`config.mk`:
```
export PLATFORM = sky130hd
export DESIGN_NAME = uart_tf_fifo_flat
export DESIGN_NICKNAME = d
export VERILOG_FILES = /design/src/rtl/uart_pkg.sv /design/src/rtl/uart_tf_fifo_if.sv /design/src/rtl/uart_tf_ram.sv /design/src/rtl/uart_tf_fifo.sv /design/src/flat_wrapper.sv
export SDC_FILE = /design/constraint.sdc
export NUM_CORES = 1
export LEC_CHECK = 0
export BUFFER_PORTS_ARGS = -buffer_cell sky130_fd_sc_hd__buf_2
export CAP_MARGIN = 30
export CORE_ASPECT_RATIO = 1.75
export CORE_MARGIN = 2
export CORE_UTILIZATION = 50
export CTS_CLUSTER_DIAMETER = 30
export DETAILED_ROUTE_END_ITERATION = 8
export GPL_ROUTABILITY_DRIVEN = 0
export HOLD_SLACK_MARGIN = 0.02
export PLACE_DENSITY = 0.68
export SLEW_MARGIN = 20
export SYNTH_ARGS = -nofsm -noshare
export SYNTH_HDL_FRONTEND = slang
export SYNTH_SLANG_ARGS = --single-unit
```
`constraint.sdc`:
```
create_clock -name Clk -period 4.97 [get_ports Clk]
set_input_delay 0.497 -clock Clk [delete_from_list [all_inputs] [get_ports Clk]]
set_output_delay 0.497 -clock Clk [all_outputs]
set_load 0.005 [all_outputs]
```
`src/rtl/uart_pkg.sv`:
```
// Shared UART definitions: transmit FIFO defaults and the packed status word
// consumed by the status register mux.
package uart_pkg;

    localparam int unsigned UART_TF_DEPTH_LOG2 = 4;
    localparam int unsigned UART_TF_WIDTH      = 8;

    typedef struct packed {
        logic ovf;
        logic unf;
        logic hf;
        logic ff;
        logic ef;
    } uart_status_t;

endpackage

```
`src/rtl/uart_tf_fifo_if.sv`:
```
// Host/transmitter-side bundle of the transmit holding FIFO.
// The slave modport is the FIFO itself; master is the host plus transmit state machine.
interface uart_tf_fifo_if
    import uart_pkg::*;
#(
    parameter int unsigned pDepthLog2 = UART_TF_DEPTH_LOG2,
    parameter int unsigned pWidth     = UART_TF_WIDTH
);
    logic                  WE;
    logic [pWidth-1:0]     DI;
    logic                  RE;
    logic [pWidth-1:0]     DO;
    logic                  EF;
    logic                  FF;
    logic                  HF;
    logic [pDepthLog2:0]   Cnt;
    logic                  OVF;
    logic                  UNF;
    logic [pDepthLog2-1:0] WM;
    logic                  IRQ;

    modport master (
        output WE, DI, RE, WM,
        input  DO, EF, FF, HF, Cnt, OVF, UNF, IRQ
    );

    modport slave (
        input  WE, DI, RE, WM,
        output DO, EF, FF, HF, Cnt, OVF, UNF, IRQ
    );
endinterface

```
`src/rtl/uart_tf_ram.sv`:
```
// Transmit FIFO storage: synchronous write, asynchronous read (distributed RAM).
module uart_tf_ram
    import uart_pkg::*;
#(
    parameter int unsigned pDepthLog2 = UART_TF_DEPTH_LOG2,
    parameter int unsigned pWidth     = UART_TF_WIDTH
) (
    input  logic                  Clk,
    input  logic                  we,
    input  logic [pDepthLog2-1:0] waddr,
    input  logic [pWidth-1:0]     wdata,
    input  logic [pDepthLog2-1:0] raddr,
    output logic [pWidth-1:0]     rdata
);
    localparam int unsigned DEPTH = 1 << pDepthLog2;

    logic [pWidth-1:0] mem [DEPTH];

    always_ff @(posedge Clk) begin
        if (we) mem[waddr] <= wdata;
    end

    assign rdata = mem[raddr];
endmodule

```
`src/rtl/uart_tf_fifo.sv`:
```
// Transmit holding FIFO (first-word-fall-through) with level/error status.
// Optional low-watermark interrupt enabled by defining UART_TF_IRQ_EN.
module uart_tf_fifo
    import uart_pkg::*;
#(
    parameter int unsigned pDepthLog2 = UART_TF_DEPTH_LOG2,
    parameter int unsigned pWidth     = UART_TF_WIDTH
) (
    input logic                 Clk,
    input logic                 Rst,
    input logic                 Clr,
    uart_tf_fifo_if.slave       fifo
);
    localparam logic [pDepthLog2:0] CNT_FULL = {1'b1, {pDepthLog2{1'b0}}};
    localparam logic [pDepthLog2:0] CNT_HALF = {2'b01, {(pDepthLog2-1){1'b0}}};

    logic [pDepthLog2-1:0] wptr;
    logic [pDepthLog2-1:0] rptr;
    logic [pDepthLog2:0]   cnt;
    logic [pDepthLog2:0]   cnt_nxt;
    uart_status_t          sts;
    logic                  rd_ok;
    logic                  wr_ok;
    logic                  flush;
    logic                  irq;

    assign flush = Rst | Clr;
    assign rd_ok = fifo.RE & ~sts.ef;
    // A read on the same edge frees the slot, so a full FIFO still accepts the write.
    assign wr_ok = fifo.WE & (~sts.ff | rd_ok);

    always_comb begin
        cnt_nxt = cnt;
        if (wr_ok & ~rd_ok)      cnt_nxt = cnt + 1'b1;
        else if (rd_ok & ~wr_ok) cnt_nxt = cnt - 1'b1;
    end

    always_ff @(posedge Clk) begin
        if (flush) begin
            wptr    <= '0;
            rptr    <= '0;
            cnt     <= '0;
            sts     <= '0;
            sts.ef  <= 1'b1;
        end else begin
            if (wr_ok) wptr <= wptr + 1'b1;
            if (rd_ok) rptr <= rptr + 1'b1;
            cnt     <= cnt_nxt;
            sts.ef  <= (cnt_nxt == '0);
            sts.ff  <= (cnt_nxt == CNT_FULL);
            sts.hf  <= (cnt_nxt >= CNT_HALF);
            sts.ovf <= sts.ovf | (fifo.WE & ~wr_ok);
            sts.unf <= sts.unf | (fifo.RE & sts.ef);
        end
    end

    uart_tf_ram #(
        .pDepthLog2 (pDepthLog2),
        .pWidth     (pWidth)
    ) u_ram (
        .Clk   (Clk),
        .we    (wr_ok & ~flush),
        .waddr (wptr),
        .wdata (fifo.DI),
        .raddr (rptr),
        .rdata (fifo.DO)
    );

`ifdef UART_TF_IRQ_EN
    always_ff @(posedge Clk) begin
        if (flush) irq <= 1'b0;
        else       irq <= (cnt_nxt <= {1'b0, fifo.WM});
    end
`else
    logic unused_wm;
    assign unused_wm = ^fifo.WM;
    assign irq       = 1'b0;
`endif

    assign fifo.Cnt = cnt;
    assign fifo.EF  = sts.ef;
    assign fifo.FF  = sts.ff;
    assign fifo.HF  = sts.hf;
    assign fifo.OVF = sts.ovf;
    assign fifo.UNF = sts.unf;
    assign fifo.IRQ = irq;
endmodule

```
`src/flat_wrapper.sv`:
```
// flat-port wrapper written by rule: the top's interface ports become plain ports
module uart_tf_fifo_flat import uart_pkg::*;
#(
    parameter int unsigned pDepthLog2 = UART_TF_DEPTH_LOG2,
    parameter int unsigned pWidth     = UART_TF_WIDTH
)
  (Clk, Rst, Clr, fifo_WE, fifo_DI, fifo_RE, fifo_WM, fifo_DO, fifo_EF, fifo_FF, fifo_HF, fifo_Cnt, fifo_OVF, fifo_UNF, fifo_IRQ);
  uart_tf_fifo_if #(.pDepthLog2(pDepthLog2), .pWidth(pWidth)) fifo_i ();
  input logic Clk;
  input logic Rst;
  input logic Clr;
  input wire logic [$bits(fifo_i.WE)-1:0] fifo_WE;
  input wire logic [$bits(fifo_i.DI)-1:0] fifo_DI;
  input wire logic [$bits(fifo_i.RE)-1:0] fifo_RE;
  input wire logic [$bits(fifo_i.WM)-1:0] fifo_WM;
  output wire logic [$bits(fifo_i.DO)-1:0] fifo_DO;
  output wire logic [$bits(fifo_i.EF)-1:0] fifo_EF;
  output wire logic [$bits(fifo_i.FF)-1:0] fifo_FF;
  output wire logic [$bits(fifo_i.HF)-1:0] fifo_HF;
  output wire logic [$bits(fifo_i.Cnt)-1:0] fifo_Cnt;
  output wire logic [$bits(fifo_i.OVF)-1:0] fifo_OVF;
  output wire logic [$bits(fifo_i.UNF)-1:0] fifo_UNF;
  output wire logic [$bits(fifo_i.IRQ)-1:0] fifo_IRQ;
  assign fifo_i.WE = fifo_WE;
  assign fifo_i.DI = fifo_DI;
  assign fifo_i.RE = fifo_RE;
  assign fifo_i.WM = fifo_WM;
  assign fifo_DO = fifo_i.DO;
  assign fifo_EF = fifo_i.EF;
  assign fifo_FF = fifo_i.FF;
  assign fifo_HF = fifo_i.HF;
  assign fifo_Cnt = fifo_i.Cnt;
  assign fifo_OVF = fifo_i.OVF;
  assign fifo_UNF = fifo_i.UNF;
  assign fifo_IRQ = fifo_i.IRQ;
  uart_tf_fifo #(.pDepthLog2(pDepthLog2), .pWidth(pWidth)) u_core (.Clk(Clk), .Rst(Rst), .Clr(Clr), .fifo(fifo_i));
endmodule
```
==> reports/metrics.cfg, run 1 <==
[status]
status = finished clean

[placed_design]
pre_cts_ws_ns = 2.01
placed_cell_area_um2 = 6250
dp_hpwl_um = 7360
portBuffers = 30

[worst_setup_path]
criticalPathCategory = register to primary output
crit_fanout = 21
critPathCaptureType = primary output
arrival_ns = 2.83
rrSetupSlack_ns = 2.73
start_kind = register
required_ns = 4.47

[pwr]
p_total_mw = 2.78
power_density_nw_per_um2 = 403
total_leakage_power_nw = 2.28
vdd_drop_max_mv = 0.246

[worst_hold_path]
hp-class = input pin to register

[timing]
maxSlewHeadroom_pct = 38.5
holdWs_ns = 0.320
setup_violations = 0
period_share_pct = 67.0
rsz0062_at_grt = no
hold_violations = 0
final.min_clock_period_ns = 3.33
slew_violations = 0
skew_ns = 0.00378
setup_slack_ns = 1.64
tns_ns = 0
worstMarginPinSlew_ns = 0.919
fmax_mhz = 300

[detailed_routing]
wl_per_cell_um = 22.0
ant_nets = 0
routed.top_layer = met4
dr_wl_met2_um = 6300
m1WireLength_um = 3890
via_per_inst = 5.79
drt-total-wl_um = 11100
vias = 2912
drtIter0Drc = 165
dr.pass1.iters = 4
route.detailed.drc = 0
dr_wl_met3_um = 538

[cts]
clockBufferDepth = 2
cts_root_buffer = clkbuf_16
htreeDepth = 4
cts-hold-fix-buffers = 0
cts.sinks = 150
cts_tree = yes
path_clk_slew_ns = 0.06
clk_latency_ns = 0.41
cts-resized-gates = 0
numCtsBuffers = 17
post_cts_buffers = 0

[final_layout]
design_area_um2 = 6900
diodes = 0
layout_commonest_cell = edfxtp_1
n_fill_cell = 846
drive_above_1_share_pct = 32.3
area_growth_pct = 16.6
final_cell_mix = edfxtp_1 (128), mux4_2 (40), nor2_1 (37)
fin_nets = 379

[floorplan]
fp-row-count = 52
io_pins = 36
die_w_um = 86.2
die_h_um = 148
die_area_um2 = 12800
coreArea_um2 = 11600
start_util_pct = 51.1

[yosys]
synthesis.nets = 333
synthDistinctLibCells = 37
syn-cell-area_um2 = 5920
yosys_register_bits = 150
synth_cells = 309
yosysWarnings = 0
synth_area_per_cell_um2 = 19.1
ys_seq_area_share_pct = 72.4

[global_route]
grt_usage_pct = 19.0
antenna_found_initial = 0
overflow = 0
grt_pass1_vias = 3119
grt_max_degree = 33
grt_pass1_wl_um = 16900

[job]
cap_violations = 0

==> layer usage <==
metal,vias to the layer above,track usage [%]
li1,1303,-
met1,1485,21.0
met2,100,33.6
met3,24,4.58
met4,0,9.14
met5,-,0
==> sequential cells by signal (all words and copies together), names as in the netlist, named ones only <==
register and count:
u_core.fifo.OVF 1, u_core.fifo.Cnt 5, u_core.fifo.HF 1, u_core.u_ram.mem 128
u_core.rptr 4, u_core.fifo.FF 1, u_core.wptr 4, u_core.fifo.UNF 1
u_core.fifo.EF 1
==> worst paths after layout <==
kind | start | end | cells past startpoint
worst max-delay path | register | fifo_DO[3] | 4
worst min register to register | u_core.fifo.UNF | u_core.fifo.UNF | 2
worst max register to register | u_core.fifo.EF | u_core.u_ram.mem[11][4] | 4
worst min-delay path | Rst | u_core.fifo.EF | 3
==> cell type report <==
class / count / area (µm²) / area share (%)
clock inverter: 5 / 78.8 / 1.14
sequential: 150 / 4290 / 62.1
multi-input combinational: 141 / 1530 / 22.2
timing repair buffer: 40 / 251 / 3.65
clock buffer: 27 / 567 / 8.22
inverter: 5 / 18.8 / 0.272
tap: 135 / 169 / 2.45
==> cells by family after synthesis <==
logic type | after synthesis | share of synthesized area [%]
simple gates | 65 | 5.14
mux | 40 | 15.2
flops | 150 | 72.4
compound gates | 16 | 2.03
fa+ha+maj | 7 | 1.48
xor+xnor | 12 | 1.90
other cells | 1 | 0.0634
buf+inv | 18 | 1.73
==> power breakdown <==
part	leakage [nW]	switching [mW]	total, mW	internal (mW)
clock	0.319	0.450	1.33	0.883
sequential	1.33	0.00667	1.38	1.37
combinational	0.633	0.0424	0.0708	0.0284
==> synth_stat cells <==
library cell / instances / area share [%]
a21oi_2: 1 / 0.15
or3_4: 1 / 0.19
o21ai_0: 3 / 0.25
nor3b_1: 1 / 0.13
mux4_2: 40 / 15
a31oi_1: 2 / 0.21
dfxtp_1: 22 / 7.4
buf_4: 1 / 0.13
a311oi_1: 1 / 0.15
nand4_1: 2 / 0.21
a21boi_2: 1 / 0.19
nor2_1: 37 / 2.3
edfxtp_1: 128 / 65
nand2b_4: 1 / 0.23
nor2b_1: 2 / 0.21
and3_1: 1 / 0.11
a21oi_1: 4 / 0.34
o31ai_1: 2 / 0.25
or2_2: 1 / 0.11
nor3_1: 1 / 0.085
o22ai_1: 1 / 0.11
nand3_1: 2 / 0.17
and4bb_2: 1 / 0.21
clkbuf_1: 2 / 0.13
nor4_2: 1 / 0.21
xor2_1: 6 / 0.89
inv_1: 5 / 0.32
o32a_4: 1 / 0.38
or3_1: 1 / 0.11
ha_1: 7 / 1.5
xor2_2: 1 / 0.28
nand2_1: 13 / 0.82
conb_1: 1 / 0.063
xnor2_1: 5 / 0.74
buf_2: 1 / 0.085
buf_1: 5 / 0.32
buf_6: 4 / 0.76
==> worst max-delay path, stage by stage, from the launching register on <==
cell and delay, ns:
dfxtp_2 0.84, buf_4 0.39, mux4_2 0.55, mux4_2 0.48, buf_2 0.14
==> stage by stage <==
step	std cells	util [%]
after floorplan	309	-
after global placement	463	53.3
after detailed placement	471	54.0
after CTS	503	59.6
after global routing	503	59.6
final	503	59.6
(Power assumes the default switching activity.)
==> run 2, diff against run 1 <==
==> constraint.sdc (replaced) <==
create_clock -name Clk -period 3.45 [get_ports Clk]
set_input_delay 0.345 -clock Clk [delete_from_list [all_inputs] [get_ports Clk]]
set_output_delay 0.345 -clock Clk [all_outputs]
set_load 0.005 [all_outputs]
==> run 2 against run 1 <==
Effect of this change:
- cell area decreased by 0.74%
- via count increased by 1.9%
- register-to-register slack got worse by 1.5 ns
- clock skew increased by 0.0075 ns
- die area unchanged
- clock-buffer cell count decreased by 6
- global-route usage increased by 0.45 points
- final cell count increased by 1.2%
- total power increased by 36%
- combinational power increased by 50%
- critical path type unchanged
==> reports/metrics.cfg, run 2 (synthesis gave the netlist of run 1 again) <==
[global_route]
overflow = 0
grt_pass1_vias = 3167
grt_pass1_wl_um = 17500
antenna_found_initial = 0
grt_usage_pct = 19.4
grt_max_degree = 33

[worst_setup_path]
critPathCaptureType = primary output
path_buf_inv = 2
criticalPathCategory = register to primary output
start_kind = register
max_stage_delay_ns = 0.55
cp_slowest_cell = mux4_2
reg2regPathDepth = 5
cp_common_cell = mux4_2
crit_fanout = 32
arrival_ns = 2.23
required_ns = 3.11
path_delay_family = multiplexers
path_cells = buf_12, mux4_2, mux4_2, buf_2
path_depth = 4

[status]
status = finished clean

[timing]
fmax_mhz = 388
slew_violations = 0
period_share_pct = 74.7
skew_ns = 0.0113
setup_violations = 0
setup_slack_ns = 0.874
worstMarginPinSlew_ns = 0.887
rsz0062_at_grt = no
hold_violations = 0
holdWs_ns = 0.160
final.min_clock_period_ns = 2.58
tns_ns = 0
maxSlewHeadroom_pct = 40.6

[final_layout]
design_area_um2 = 6850
layout_commonest_cell = edfxtp_1
fin_nets = 385
final_cells = 509
diodes = 0
n_fill_cell = 874
final_cell_mix = edfxtp_1 (128), mux4_2 (40), nor2_1 (37)
final_util_pct = 59.1
largest_reg_flops = 128
area_growth_pct = 15.8
drive_above_1_share_pct = 34.0
largest-register = u_core.u_ram.mem

[cts]
cts.sinks = 150
cts_tree = yes
post_cts_buffers = 0
cts-hold-fix-buffers = 0
cts-resized-gates = 0
clockBufferDepth = 2
htreeDepth = 4
cts_root_buffer = clkbuf_16
numCtsBuffers = 17
clk_latency_ns = 0.42
path_clk_slew_ns = 0.06

[floorplan]
die_h_um = 148
coreArea_um2 = 11600
die_w_um = 86.2
start_util_pct = 51.1
die_area_um2 = 12800
io_pins = 36
fp-row-count = 52

[detailed_routing]
via_per_inst = 5.83
vias = 2967
wl_per_cell_um = 21.9
route.detailed.drc = 0
ant_nets = 0
drt-total-wl_um = 11200
dr.pass1.iters = 5
drtIter0Drc = 280

[worst_hold_path]
hp-class = input pin to register
min_path_cells = 3

[job]
cap_violations = 0

[placed_design]
dp_hpwl_um = 7160
portBuffers = 30
placed_cell_area_um2 = 6280
pre_cts_ws_ns = 1.15
dp_cells = 477

[pwr]
power_density_nw_per_um2 = 553
p_total_mw = 3.79
vdd_drop_max_mv = 0.349
total_leakage_power_nw = 2.28

-- run 2: changes by cell type in the layout (fill, tap and decap cells not counted), sizes merged --
| cell | previous run | this run |
|---|---|---|
| bufinv | 2 | 0 |
| clkinvlp | 0 | 1 |
| buf | 40 | 46 |
| clkbuf | 27 | 21 |
| inv | 5 | 7 |
| clkinv | 3 | 8 |
-- run 2: tightest hold or removal path, delay by kind of cell --
family,cells,cell delay (ns)
buffers and inverters,1,0.08
AOI/OAI and AO/OA,1,0.06
and+or+nand+nor,1,0.06
-- run 2: power by group --
part           internal [mW]  switching [mW]  total [mW]
clock network           1.02           0.682        1.70
logic                 0.0424          0.0633       0.106
registers               1.97         0.00685        1.98
-- run 2: worst paths after layout --
path,from,end,slack [ns]
min reg2reg,u_core.fifo.OVF,u_core.fifo.OVF,0.48
max reg2reg,u_core.fifo.EF,u_core.u_ram.mem[11][4],1.19
max,register,fifo_DO[1],0.87
min,Rst,u_core.fifo.EF,0.16
-- run 2: final cells by class --
cell class | count | area [µm²] | area share (%)
clock inverters | 11 | 70.1 | 1.02
well taps | 135 | 169 | 2.47
inverters | 5 | 18.8 | 0.274
clock buffers | 21 | 493 | 7.20
flip-flops and latches | 150 | 4290 | 62.6
repair buffers | 46 | 283 | 4.13
multi-input cells | 141 | 1530 | 22.3
-- run 2: routing by layer --
layer,share of wire [%],wire (µm),global-route usage [%]
met4,2.3,260,9.06
met3,5.7,638,4.69
met2,58,6460,34.8
met5,0,0,0
met1,34,3790,21.3
